File: config.mk
export PLATFORM = sky130hd
export DESIGN_NAME = nn_ddr2_arbiter
export DESIGN_NICKNAME = d
export VERILOG_FILES = /design/src/rtl/nn_ddr2_arbiter.sv
export SDC_FILE = /design/constraint.sdc
export NUM_CORES = 1
export LEC_CHECK = 0
export ABC_AREA = 0
export CORE_AREA = 2 2 163 165
export CTS_CLUSTER_SIZE = 25
export DETAILED_ROUTE_END_ITERATION = 12
export DIE_AREA = 0 0 165 167
export GPL_TIMING_DRIVEN = 0
export PLACE_DENSITY = 0.72
export SYNTH_ARGS = -nofsm -noshare
export SYNTH_HDL_FRONTEND = slang
export SYNTH_SLANG_ARGS = --single-unit
File: constraint.sdc
create_clock -name clk -period 2.6 [get_ports clk]
set_input_delay 0.78 -clock clk [delete_from_list [all_inputs] [get_ports clk]]
set_output_delay 0.78 -clock clk [all_outputs]
set_load 0.01 [all_outputs]
File: src/rtl/nn_ddr2_arbiter.sv
// Two-port arbiter/sequencer in front of the DDR2 controller local interface.
// Port 0 (display reads) has fixed priority; port 1 (cache) is guaranteed service via skip_cnt.
module nn_ddr2_arbiter #(
    parameter int ADDR_W       = 24,
    parameter int DATA_W       = 64,
    parameter int STARVE_LIMIT = 4,
    parameter int TIMEOUT      = 1023
) (
    input  logic                clk,
    input  logic                reset_n,
    input  logic                p0_req,
    input  logic [ADDR_W-1:0]   p0_addr,
    output logic                p0_ack,
    output logic                p0_rvalid,
    output logic [DATA_W-1:0]   p0_rdata,
    input  logic                p1_req,
    input  logic                p1_we,
    input  logic [ADDR_W-1:0]   p1_addr,
    input  logic [DATA_W-1:0]   p1_wdata,
    output logic                p1_ack,
    output logic                p1_rvalid,
    output logic [DATA_W-1:0]   p1_rdata,
    input  logic                local_init_done,
    input  logic                local_ready,
    output logic                local_read_req,
    output logic                local_write_req,
    output logic                local_burstbegin,
    output logic                local_size,
    output logic [DATA_W/8-1:0] local_be,
    output logic [ADDR_W-1:0]   local_address,
    output logic [DATA_W-1:0]   local_wdata,
    input  logic [DATA_W-1:0]   local_rdata,
    input  logic                local_rdata_valid,
    output logic                err
);

    typedef enum logic [1:0] {INIT, IDLE, ISSUE, WAIT_RD} state_t;

    state_t              state, state_d;
    logic                owner, owner_d;
    logic                we_q, we_d;
    logic [3:0]          skip_cnt, skip_d;
    logic [11:0]         tmo_cnt, tmo_d;
    logic                err_d;
    logic                ack0_d, ack1_d, rv0_d, rv1_d;
    logic [DATA_W-1:0]   rdata0_d, rdata1_d, wdata_d;
    logic [ADDR_W-1:0]   addr_d;
    logic                rd_d, wr_d, bb_d;
    logic                grant1;

    assign local_size = 1'b1;
    assign local_be   = '1;

    always_ff @(posedge clk or negedge reset_n) begin
        if (!reset_n) begin
            state            <= INIT;
            owner            <= 1'b0;
            we_q             <= 1'b0;
            skip_cnt         <= '0;
            tmo_cnt          <= '0;
            err              <= 1'b0;
            p0_ack           <= 1'b0;
            p1_ack           <= 1'b0;
            p0_rvalid        <= 1'b0;
            p1_rvalid        <= 1'b0;
            p0_rdata         <= '0;
            p1_rdata         <= '0;
            local_address    <= '0;
            local_wdata      <= '0;
            local_read_req   <= 1'b0;
            local_write_req  <= 1'b0;
            local_burstbegin <= 1'b0;
        end else begin
            state            <= state_d;
            owner            <= owner_d;
            we_q             <= we_d;
            skip_cnt         <= skip_d;
            tmo_cnt          <= tmo_d;
            err              <= err_d;
            p0_ack           <= ack0_d;
            p1_ack           <= ack1_d;
            p0_rvalid        <= rv0_d;
            p1_rvalid        <= rv1_d;
            p0_rdata         <= rdata0_d;
            p1_rdata         <= rdata1_d;
            local_address    <= addr_d;
            local_wdata      <= wdata_d;
            local_read_req   <= rd_d;
            local_write_req  <= wr_d;
            local_burstbegin <= bb_d;
        end
    end

    always_comb begin
        state_d  = state;
        owner_d  = owner;
        we_d     = we_q;
        skip_d   = skip_cnt;
        tmo_d    = tmo_cnt;
        err_d    = err;
        ack0_d   = 1'b0;
        ack1_d   = 1'b0;
        rv0_d    = 1'b0;
        rv1_d    = 1'b0;
        rdata0_d = p0_rdata;
        rdata1_d = p1_rdata;
        addr_d   = local_address;
        wdata_d  = local_wdata;
        rd_d     = local_read_req;
        wr_d     = local_write_req;
        bb_d     = local_burstbegin;
        grant1   = 1'b0;

        case (state)
            INIT: begin
                if (local_init_done) state_d = IDLE;
            end
            IDLE: begin
                // A requester still sees its ack this cycle and holds req; don't re-grant it.
                if (!p0_ack && !p1_ack && (p0_req || p1_req)) begin
                    grant1 = p1_req && (!p0_req || skip_cnt == 4'(STARVE_LIMIT));
                    if (grant1) begin
                        owner_d = 1'b1;
                        we_d    = p1_we;
                        addr_d  = p1_addr;
                        wdata_d = p1_wdata;
                        skip_d  = '0;
                    end else begin
                        owner_d = 1'b0;
                        we_d    = 1'b0;
                        addr_d  = p0_addr;
                        wdata_d = '0;
                        if (p1_req) skip_d = skip_cnt + 4'd1;
                    end
                    rd_d    = !we_d;
                    wr_d    = we_d;
                    bb_d    = 1'b1;
                    state_d = ISSUE;
                end
            end
            ISSUE: begin
                if (local_ready) begin
                    rd_d   = 1'b0;
                    wr_d   = 1'b0;
                    bb_d   = 1'b0;
                    ack0_d = !owner;
                    ack1_d = owner;
                    if (we_q) begin
                        state_d = IDLE;
                    end else begin
                        tmo_d   = '0;
                        state_d = WAIT_RD;
                    end
                end
            end
            WAIT_RD: begin
                if (local_rdata_valid) begin
                    if (owner) begin
                        rv1_d    = 1'b1;
                        rdata1_d = local_rdata;
                    end else begin
                        rv0_d    = 1'b1;
                        rdata0_d = local_rdata;
                    end
                    state_d = IDLE;
                end else if (tmo_cnt == 12'(TIMEOUT - 1)) begin
                    // Fires exactly TIMEOUT edges after entering WAIT_RD.
                    err_d = 1'b1;
                    if (owner) begin
                        rv1_d    = 1'b1;
                        rdata1_d = '0;
                    end else begin
                        rv0_d    = 1'b1;
                        rdata0_d = '0;
                    end
                    state_d = IDLE;
                end else begin
                    tmo_d = tmo_cnt + 12'd1;
                end
            end
            default: state_d = INIT;
        endcase
    end

endmodule

Yosys cells after proc, flatten, opt, wreduce, memory -nomap -nowiden
Cells that the tools add are included.
{ "op_classes": {"addsub": 2, "n_eq_ne": 12, "muxes": 47, "bitwise_logic": 2, "reduce_logical": 23} }
{ "ops": {"columns": ["operator", "count"], "rows": [
  ["64-bit two-way mux", 9],
  ["12-bit two-way mux", 4],
  ["24-bit two-way mux", 1],
  ["12-bit one-hot mux with 2 select lines", 1],
  ["1-bit two-way mux", 20],
  ["3-bit AND reduction", 5],
  ["12-bit by 1-bit adder with 12-bit output (second input constant)", 1],
  ["12-bit by 10-bit == test with 1-bit output (second input constant)", 1],
  ["2-bit two-way mux", 6],
  ["2-bit != test (second input constant)", 6],
  ["4-bit two-way mux", 2],
  ["2-bit one-hot mux with 4 select lines", 1],
  ["2-bit nonzero test", 4],
  ["1-bit one-hot mux with 2 select lines", 3],
  ["1-bit zero test", 5],
  ["5-bit AND reduction", 1],
  ["4-bit by 1-bit adder with 4-bit output (second input constant)", 1],
  ["2-bit == test (second input constant)", 2],
  ["4-bit by 3-bit == test with 1-bit output (second input constant)", 1],
  ["4-bit AND reduction", 1],
  ["1-bit logical AND", 3],
  ["3-bit != test (second input constant)", 1],
  ["2-bit by 1-bit == test with 1-bit output (second input constant)", 1],
  ["2-bit zero test", 1],
  ["other kinds (3)", 5]
]} }
{ "word_totals": {"regBits": 244, "in_bits": 184, "out_inout_bits": 233, "elab_cells": 103} }

Logic depth before layout (Yosys ltp)
Gate-level depths: netlist of the first run.
{ "logic_depth": {"depth_word": 9, "depth_mapped": 9, "ltp_nobuf": 6} }

Least setup slack after synthesis of the first run
Ideal clock, no wire load.
{ "synth_path": {"kind": "in2reg", "startpoint": "input local_rdata_valid", "endpoint": "register tmo_cnt[3]", "setup_time_ns": 0.095, "arrival_ns": 1.938, "required_time_ns": 2.505, "slack_ns": 0.567, "cell_stages": 6, "path_buffers": 2, "cell_sequence": "and2_1 clkbuf_1 a211o_1 or3_1 buf_2 o31ai_1"} }
{ "synth_via": {"elab_chain_len": 2} }
{ "synth_lines": {"columns": ["element", "line_no", "text"], "rows": [
  ["from (decl)", "33", "input logic local_rdata_valid,"],
  ["2-bit != test (no source line)", null, null],
  ["5-bit AND reduction (no source line)", null, null],
  ["to (signal assigned)", "78", "tmo_cnt <= tmo_d;"],
  ["to (decl)", "43", "logic [11:0] tmo_cnt, tmo_d;"]
]} }
No other way between the ends.
A chain may end at the register's enable or synchronous reset.

Worst setup path in the final report of the first run
{ "layout_path": {"startpoint": "input p1_req", "endpoint": "register local_address[19]"} }
{ "layout_via": {"elab_chain_len": 3, "word_cells_on_any_way": 5, "classes_between": "mux (1); reduce/logical (4)"} }
{ "layout_lines": {"columns": ["element", "line_no", "text"], "rows": [
  ["from (decl)", "16", "input logic p1_req,"],
  ["1-bit logical OR", "120", "if (!p0_ack && !p1_ack && (p0_req || p1_req)) begin"],
  ["1-bit logical AND", "120", null],
  ["2-bit AND reduction (no source line)", null, null],
  ["to (signal assigned)", "86", "local_address <= addr_d;"],
  ["to (decl)", "30", "output logic [ADDR_W-1:0] local_address,"]
]} }
Several ways; a longest one is shown, not always the timed one.

==> results.sh, run 1 <==
export IMPL_status="complete, no violations"
export IMPL_crit_path_start="p1_req"
export IMPL_drive_gt1_share_pct=7.43
export IMPL_grt_max_degree=103
export IMPL_cts_root_buffer="clkbuf_16"
export IMPL_numClockSinks=244
export IMPL_cp_arrival_ns=2.84
export IMPL_die_area_sq_mm=0.0276
export IMPL_period_minus_slack_ns=2.40
export IMPL_ant_nets=0
export IMPL_slowest_delay_ns=0.46
export IMPL_synthCells=749
export IMPL_final_setup_tns_ns=0
export IMPL_tritoncts="built"
export IMPL_grt_overflow_total=0
export IMPL_cts_htree_levels=1
export IMPL_hold_viol=0
export IMPL_synthTopCellsByCount="dfrtp_1 (244), o2bb2ai_1 (70), nand2_1 (68)"
export IMPL_grt_pass1_vias=8524
export IMPL_worstPathCellList="clkdlybuf4s50_1, nor2_1, nand3b_1, clkbuf_2, clkbuf_1, nand2_1, o21ai_0"
export IMPL_start_kind="input port"
export IMPL_io_buffers=407
export IMPL_syn_area_per_cell_sq_um=12.9
export IMPL_rows=59
export IMPL_yosysTopAreaCellShare_pct=63.2
export IMPL_p_per_area_mw_per_mm2=1210
export IMPL_max_clock_freq_ghz=0.417
export IMPL_crit_family="buffers and inverters"
export IMPL_initial_core_util_pct=37.5
export IMPL_viasPerCell=5.32
export IMPL_dr_total_vias=8234
export IMPL_remaining_drc_errors=0
export IMPL_ios=417
export IMPL_relSlewSlack_pct=46.7
export IMPL_ys_flop_type="dfrtp_1"
export IMPL_hpwl_microns=23500
export IMPL_hold_slack_ns=0.229
export IMPL_ys_warn_count=0
export IMPL_cts_buffers=27
export IMPL_antenna_found_initial=1
export IMPL_synth_edf_count=0
export IMPL_syn2layout_area_growth_pct=57.5
export IMPL_dieHeight_microns=167
export IMPL_max_vdd_ir_drop_v=0.000673
export IMPL_final_core_utilization_pct=59.1
export IMPL_slowest_stage="clkdlybuf4s50_1"
export IMPL_cp_required_ns=3.04
export IMPL_hp_class="input port to asynchronous set/reset pin"
export IMPL_drv_cap=0
export IMPL_post_cts_buffers=0
export IMPL_yosysTopAreaCell="dfrtp_1"
export IMPL_yosysMostFrequentCell="dfrtp_1"
export IMPL_end_kind="flip-flop"
export IMPL_first_iter_violations=466
export IMPL_ys_ff_latch=244
export IMPL_r2r_start="state[0]"
export IMPL_p_leak_uw=0.00645
export IMPL_fin_skew_ns=0.0134
export IMPL_syn_area_sq_mm=0.00966
export IMPL_wire_per_inst_microns=20.8
export IMPL_cts_path_max_buffers=3
export IMPL_async_reset_ff_share_pct=100
export IMPL_place_inst=1501
export IMPL_slew_violations=0
export IMPL_power_uw=18400
export IMPL_timing_final_crit_share_pct=92.2
export IMPL_cp_max_fo=10
export IMPL_gp_congestion=0.812
export IMPL_synth_area_leaders="dfrtp_1 (63%), o2bb2ai_1 (6.3%), a32o_1 (6.1%)"
export IMPL_crit_type="input port to flip-flop"
export IMPL_rsz0062_at_grt="yes"
export IMPL_worst_pin_slew_ns=0.800
export IMPL_fin_cells=1548
export IMPL_core_sq_mm=0.0258
export IMPL_yosysUniqueCellTypes=49
export IMPL_die_x_microns=165
export IMPL_grt_total_usage_pct=22.9
export IMPL_ys_seq_area_share_pct=63.2
export IMPL_fin_nets=1388
export IMPL_grt_pass1_wl_microns=48900
export IMPL_drtPass1Iterations=5
export IMPL_wl_microns=32200
export IMPL_worst_path_buf_inv=3
export IMPL_cts_clk_slew_worst_paths_ns=0.06
export IMPL_finalSetupViolations=0
export IMPL_clk_insertion_delay_late_ns=0.53
==> report_power, final <==
part / internal, uW / switching [uW]
Clock: 2620 / 1530
Sequential: 5450 / 992
Combinational: 4310 / 3470
==> per-layer routing <==
metal	wire (microns)	share of wire, %	up-vias	track usage (%)
met5	0	0	-	0
met4	1030	3.2	0	7.33
met3	2540	7.9	61	5.78
li1	-	-	3712	-
met2	16200	50	333	39.7
met1	12500	39	4128	27.7
==> cell usage in the layout, fill, tap and decap left out, types with 3 or more instances in the layout <==
master             n
o21ai_0           35
clkbuf_1          35
nand2b_1           6
conb_1             9
o31ai_1           12
o2bb2ai_1         70
nand3b_1           4
clkbuf_16         27
nor2_1             8
a21oi_1            3
a32o_1            59
nand2_1           68
ha_1               9
mux2i_1           27
buf_1              4
dfrtp_1          244
clkdlybuf4s50_1  406
clkbuf_2           4
buf_2             26
buf_4              9
clkbuf_8           5
nand3_1            6
clkinv_2           5
inv_1             14
bufinv_16          6
and2_1             4
a22o_1            67
o211ai_1           3
==> per-stage QoR <==
step	area (sq um)	setup WS (ns)
finish	15200	0.202
global route	15200	-0.0102
CTS	15200	0.00979
detailed placement	14200	-0.739
global placement	14200	-9.67
floorplan	9690	0.567
==> final timing paths <==
kind | end | slack (ns) | depth (start not counted)
max | local_address[19] | 0.20 | 7
min | p1_rdata[11] | 0.23 | 1
min in group clk | local_address[11] | 0.48 | 2
max reg2reg | p1_rdata[56] | 0.37 | 7
min reg2reg | local_address[11] | 0.48 | 2
max in group asynchronous | local_wdata[46] | 1.45 | 2
==> registers in the layout (all words and copies together) (netlist names) <==
| signal | count |
|---|---|
| p0_ack | 1 |
| tmo_cnt | 12 |
| we_q | 1 |
| err | 1 |
| p1_rvalid | 1 |
| owner | 1 |
| local_burstbegin | 1 |
| local_address | 24 |
| local_read_req | 1 |
| p0_rvalid | 1 |
| p0_rdata | 64 |
| p1_rdata | 64 |
| p1_ack | 1 |
| skip_cnt | 4 |
| state | 2 |
| local_write_req | 1 |
| local_wdata | 64 |
==> final cells by class <==
class / count / area [sq um]
Antenna cell: 1 / 2.50
Buffer: 76 / 357
Clock buffer: 34 / 752
Clock inverter: 12 / 213
Fill cell: 2135 / 10500
Inverter: 14 / 52.6
Multi-Input combinational cell: 423 / 3180
Sequential cell: 244 / 6110
Tap cell: 335 / 419
Timing Repair Buffer: 409 / 4130
==> repair_timing <==
action,4_1_cts,5_1_grt
gates resized for setup,2,4
setup endpoints to repair,26,18
hold buffers,0,0
cloned,0,0
==> cells by family (layout without fill, tap and decap cells) <==
| kind of cell | after synthesis | count (layout) | synth area share (%) |
|---|---|---|---|
| mux | 27 | 27 | 2.80 |
| compound gates | 264 | 264 | 22.9 |
| other cells | 1 | 10 | 0.0388 |
| fa+ha+maj | 9 | 9 | 1.17 |
| simple gates | 114 | 114 | 5.69 |
| buf+inv | 90 | 545 | 4.18 |
| flops | 244 | 244 | 63.2 |
==> worst register-to-register path, cell delays in order (launching register included) <==
cell,delay [ns]
dfrtp_1,0.40
ha_1,0.23
and2_1,0.14
clkbuf_1,0.25
clkbuf_2,0.34
buf_1,0.43
nand2_1,0.14
o2bb2ai_1,0.20
Note: power is estimated with default switching activity, not from simulation.
==> run 2, diff against run 1 <==
CAP_MARGIN = 20   (was default)
==> results of run 2 <==
The final DEF is identical to that of run 1; final timing and power are the same.
